File: config.mk
export PLATFORM = sky130hd
export DESIGN_NAME = shift_sequencer
export DESIGN_NICKNAME = d
export VERILOG_FILES = /design/src/rtl/shift_sequencer.sv
export SDC_FILE = /design/constraint.sdc
export NUM_CORES = 1
export LEC_CHECK = 0
export BUFFER_PORTS_ARGS = -buffer_cell sky130_fd_sc_hd__buf_2
export CAP_MARGIN = 20
export CORE_MARGIN = 5
export CORE_UTILIZATION = 48
export DETAILED_ROUTE_END_ITERATION = 6
export PLACE_DENSITY_LB_ADDON = 0.15
export SYNTH_ARGS = -nofsm -noshare
export SYNTH_HDL_FRONTEND = slang
export SYNTH_SLANG_ARGS = --single-unit
File: constraint.sdc
create_clock -name clk -period 2.6 [get_ports clk]
set_input_delay 0.13 -clock clk [delete_from_list [all_inputs] [get_ports clk]]
set_output_delay 0.13 -clock clk [all_outputs]
set_load 0.03 [all_outputs]
File: src/rtl/shift_sequencer.sv
// Sequenced shifter: one request at a time; result after 1 + ceil(n/STEP) cycles (1 for PASS or n==0).
// in_ready only in IDLE; a result waiting in DONE stalls the unit until out_ready.
module shift_sequencer #(
  parameter int WIDTH = 16,
  parameter int STEP  = 1,
  parameter int AMT_W = 5,
  parameter int SW_W  = $clog2(WIDTH) + 1
) (
  input  logic             clk,
  input  logic             rst,
  input  logic             in_valid,
  output logic             in_ready,
  input  logic [WIDTH-1:0] in_data,
  input  logic [SW_W-1:0]  in_src_w,
  input  logic             in_src_signed,
  input  logic [1:0]       in_op,
  input  logic [AMT_W-1:0] in_amt,
  output logic             out_valid,
  input  logic             out_ready,
  output logic [WIDTH-1:0] out_data,
  output logic             busy
);

  localparam int CNT_W = $clog2(WIDTH + 1);
  localparam logic [1:0] OP_SHL  = 2'b00;
  localparam logic [1:0] OP_SAR  = 2'b10;
  localparam logic [1:0] OP_PASS = 2'b11;
  localparam logic [WIDTH-1:0] ONES = '1;

  typedef enum logic [1:0] {S_IDLE, S_SHIFT, S_DONE} state_t;

  state_t           state_q, state_d;
  logic [WIDTH-1:0] acc_q, acc_d;
  logic [WIDTH-1:0] out_q, out_d;
  logic [CNT_W-1:0] cnt_q, cnt_d;
  logic [1:0]       op_q, op_d;
  logic             fill_q, fill_d;

  int               s_eff;
  int               n_eff;
  int               k;
  logic             sign_bit;
  logic [WIDTH-1:0] ext;
  logic [WIDTH-1:0] shifted;

  assign in_ready  = (state_q == S_IDLE) && !rst;
  assign out_valid = (state_q == S_DONE);
  assign busy      = (state_q != S_IDLE);
  assign out_data  = out_q;

  // Width conversion of the incoming operand and clamping of the amount.
  always_comb begin
    s_eff = WIDTH;
    if (in_src_w != '0 && 32'(in_src_w) <= WIDTH) s_eff = 32'(in_src_w);
    sign_bit = 1'b0;
    for (int i = 0; i < WIDTH; i++) begin
      if (i == s_eff - 1) sign_bit = in_data[i];
    end
    ext = '0;
    for (int i = 0; i < WIDTH; i++) begin
      ext[i] = (i < s_eff) ? in_data[i] : (in_src_signed & sign_bit);
    end
    n_eff = (32'(in_amt) > WIDTH) ? WIDTH : 32'(in_amt);
  end

  always_comb begin
    state_d = state_q;
    acc_d   = acc_q;
    out_d   = out_q;
    cnt_d   = cnt_q;
    op_d    = op_q;
    fill_d  = fill_q;

    k = (32'(cnt_q) < STEP) ? 32'(cnt_q) : STEP;
    if (op_q == OP_SHL) shifted = acc_q << k;
    else                shifted = (acc_q >> k) | (fill_q ? ~(ONES >> k) : '0);

    case (state_q)
      S_IDLE: begin
        if (in_valid && in_ready) begin
          acc_d  = ext;
          cnt_d  = CNT_W'(n_eff);
          op_d   = in_op;
          fill_d = (in_op == OP_SAR) && in_src_signed && ext[WIDTH-1];
          if (in_op == OP_PASS || n_eff == 0) begin
            out_d   = ext;
            state_d = S_DONE;
          end else begin
            state_d = S_SHIFT;
          end
        end
      end
      S_SHIFT: begin
        acc_d = shifted;
        cnt_d = cnt_q - CNT_W'(k);
        if (32'(cnt_q) == k) begin
          out_d   = shifted;
          state_d = S_DONE;
        end
      end
      S_DONE: begin
        if (out_ready) state_d = S_IDLE;
      end
      default: state_d = S_IDLE;
    endcase
  end

  always_ff @(posedge clk) begin
    if (rst) begin
      state_q <= S_IDLE;
      acc_q   <= '0;
      out_q   <= '0;
      cnt_q   <= '0;
      op_q    <= OP_SHL;
      fill_q  <= 1'b0;
    end else begin
      state_q <= state_d;
      acc_q   <= acc_d;
      out_q   <= out_d;
      cnt_q   <= cnt_d;
      op_q    <= op_d;
      fill_q  <= fill_d;
    end
  end

endmodule

==> flow_summary_export.csv <==
group,metric,value,unit
global_route,grt_pass1_wl,15800,µm
sta,max_clock_freq,387,MHz
sta,whs,43.6,ps
synthesis,yosys.area.top_type,"dfxtp_1",
synthesis,yosysUniqueCellTypes,60,
sta,slew-limit-headroom,58.1,%
pwr,power_leakage,1.49,nW
worst_setup_path,required,2810,ps
min_path,holdCritPathClass,"input pin to flip-flop",
sta,final.setup.tns,0,ps
layout,area_growth,28.2,%
clock_network,ctsLongestPathBuffers,2,
placement,numPortBuffers,51,
worst_setup_path,cp-start-kind,"input pin",
global_route,antenna_found_initial,0,
layout,design_area,0.00380,mm²
sta,fin_crit_sh,99.4,%
placement,hpwl,7130,µm
synthesis,synth_flop_cell,"dfxtp_1",
pwr,power_density,878,mW/mm²
pwr,p_total,3.34,mW
sta,rsz0062_at_grt,"yes",
sta,maxSlewViolCount,0,
die,fp.dieW,88.6,µm
route,antenna_left,0,
layout,layout.nets,501,
sta,clock_skew,12.7,ps
die,die_h,88.6,µm
route,drt_iter0_markers,269,
clock_network,cts_tree,"done",
synthesis,netlist.area_leader.share,28.4,%
clock_network,clock_latency,300,ps
clock_network,cts_root_buf,"clkbuf_8",
global_route,grtUsageTotal,25.7,%
sta,tightest_slew,629,ps
outcome,status,"finished clean",
placement,placement.cell_area,0.00353,mm²
placement,finalWeightedCongestion,0.938,
synthesis,synth_fp_nets,429,
layout,post_route_cells_drive_above_1_share,29.6,%
synthesis,synth_most_common_cell,"dfxtp_1",
synthesis,ys_top_cells_by_count,"42 x dfxtp_1, 37 x nand2_1, 36 x nor2_1",
synthesis,synth_edf_count,0,
sta,layout_min_cycle_time,2580,ps
global_route,grt_max_degree,25,
worst_setup_path,crit_path_end_kind,"flip-flop",
die,core_area,0.00596,mm²
clock_network,hold_buffers,0,
route,vias_per_cell,6.19,
job,cap_violations,0,
layout,num_antenna_cells,0,
layout,fillerInstances,550,
synthesis,synth.yosys.seq_area_share,28.4,%
pwr,ir_worst_vdd,0.465,mV
clock_network,clock-sinks,42,
route,drc_errors,0,
route,vias,3348,
synthesis,ys_seq_elements,42,
synthesis,async_flop_share,0,%
die,dieArea,0.00785,mm²
synthesis,netlist_area,0.00297,mm²
die,start_util,49.8,%
clock_network,cts_inserted_buffers,5,
global_route,overflow,0,
clock_network,clkTransAtPathRegs,90,ps
synthesis,yosysWarnings,0,
die,pin_count,52,
synthesis,syn_inst,393,
global_route,grt_pass1_vias,3037,
worst_setup_path,critPathArrivalTime,2790,ps
clock_network,htreeDepth,2,
synthesis,synthTopCellsByArea,"dfxtp_1 28%, mux2i_1 6.1%, a211oi_1 5.8%",
route,first_pass_iters,5,
sta,hold_viol_final,0,
worst_setup_path,cp_max_fo,6,
synthesis,postSynthAreaPerCell,7.55,µm²
sta,setup_viol,0,
die,rows,28,
route,routed_wl,9830,µm
route,wl_per_cell,18.2,µm
sta,worst_slack,16.1,ps
worst_setup_path,critPathKind,"input pin to flip-flop",
placement,dp_slack,-381,ps
[per-stage QoR]
stage	util, %	cells
finish	63.8	541
floorplan	-	393
CTS	62.0	538
detailed placement	59.3	528
global placement	59.3	528
global route	63.8	541
[power by group]
part           switching, mW  internal (mW)
logic                   1.11          0.771
registers              0.164          0.833
clock network          0.247          0.214
total                   1.52           1.82
[cells by family after synthesis]
| logic type | count (synthesis) | synth area share [%] |
|---|---|---|
| compound gates | 135 | 31.6 |
| flops | 42 | 28.4 |
| fa+ha+maj | 3 | 1.27 |
| mux | 18 | 6.08 |
| buf+inv | 37 | 5.11 |
| simple gates | 158 | 27.6 |
[layer usage]
metal	global-route usage (%)	share of wire [%]	vias up
li1	-	-	1622
met1	37.1	47	1573
met2	40.9	45	139
met3	3.63	6.2	14
met4	5.36	1.7	0
met5	0	0	-
[critical path: stages]
cell and delay, ps:
buf_8 100, nor4_4 290, inv_2 70, ha_4 260, nor2_4 100, inv_2 60, ha_4 260, or4b_4 450
a311oi_2 210, a32oi_2 110, o211ai_2 200, buf_4 170, nand3_1 110, a311oi_2 260
[cell type report]
class	count	area, µm²	share of cell area (%)
Multi-Input combinational cell	314	2120	55.8
Sequential cell	42	841	22.1
Timing Repair Buffer	94	619	16.3
Tap cell	75	93.8	2.47
Clock buffer	6	82.6	2.17
Inverter	8	30.0	0.790
Clock inverter	2	12.5	0.329
[placed cells by master, fill, tap and decap left out, types with 3 or more instances in the layout]
cell       n
nor2b_1    7
clkbuf_8   6
o21ai_0   27
a31oi_1   10
mux2i_1   18
inv_1      5
nand4_1    4
nand2b_1   8
a21oi_1   21
nand2_1   36
o21a_1     6
nor3_1    11
nand3_1   10
a311oi_2   3
nor3b_1    3
nor2_1    33
buf_2     49
nor4_1     4
or2_2      4
a221oi_2   4
buf_4     41
dfxtp_1   42
o211ai_1  13
and2_1    18
a211oi_1  21
[flip-flops by register name, indices dropped and copies added (netlist names)]
signal / flops
acc_q: 16
out_data: 16
cnt_q: 5
op_q: 2
state_q: 2
fill_q: 1
[path summary, 6_finish.rpt]
check | start | end | slack [ps] | cells past startpoint
max | in_src_w[0] | out_data[15]$_SDFFE_PP0P_ | 20 | 14
min | in_op[1] | op_q[1]$_SDFFE_PP0P_ | 40 | 3
max reg2reg | cnt_q[3]$_SDFFE_PP0P_ | out_data[2]$_SDFFE_PP0P_ | 160 | 10
min reg2reg | op_q[1]$_SDFFE_PP0P_ | op_q[1]$_SDFFE_PP0P_ | 480 | 2
[timing repair]
item | 4_1_cts | 5_1_grt
pin swaps | 9 | 7
resized for setup | 11 | 15
endpoints found under the setup margin | 16 | 31
setup buffers | 2 | 3
Power figures use the tool's default switching activity.
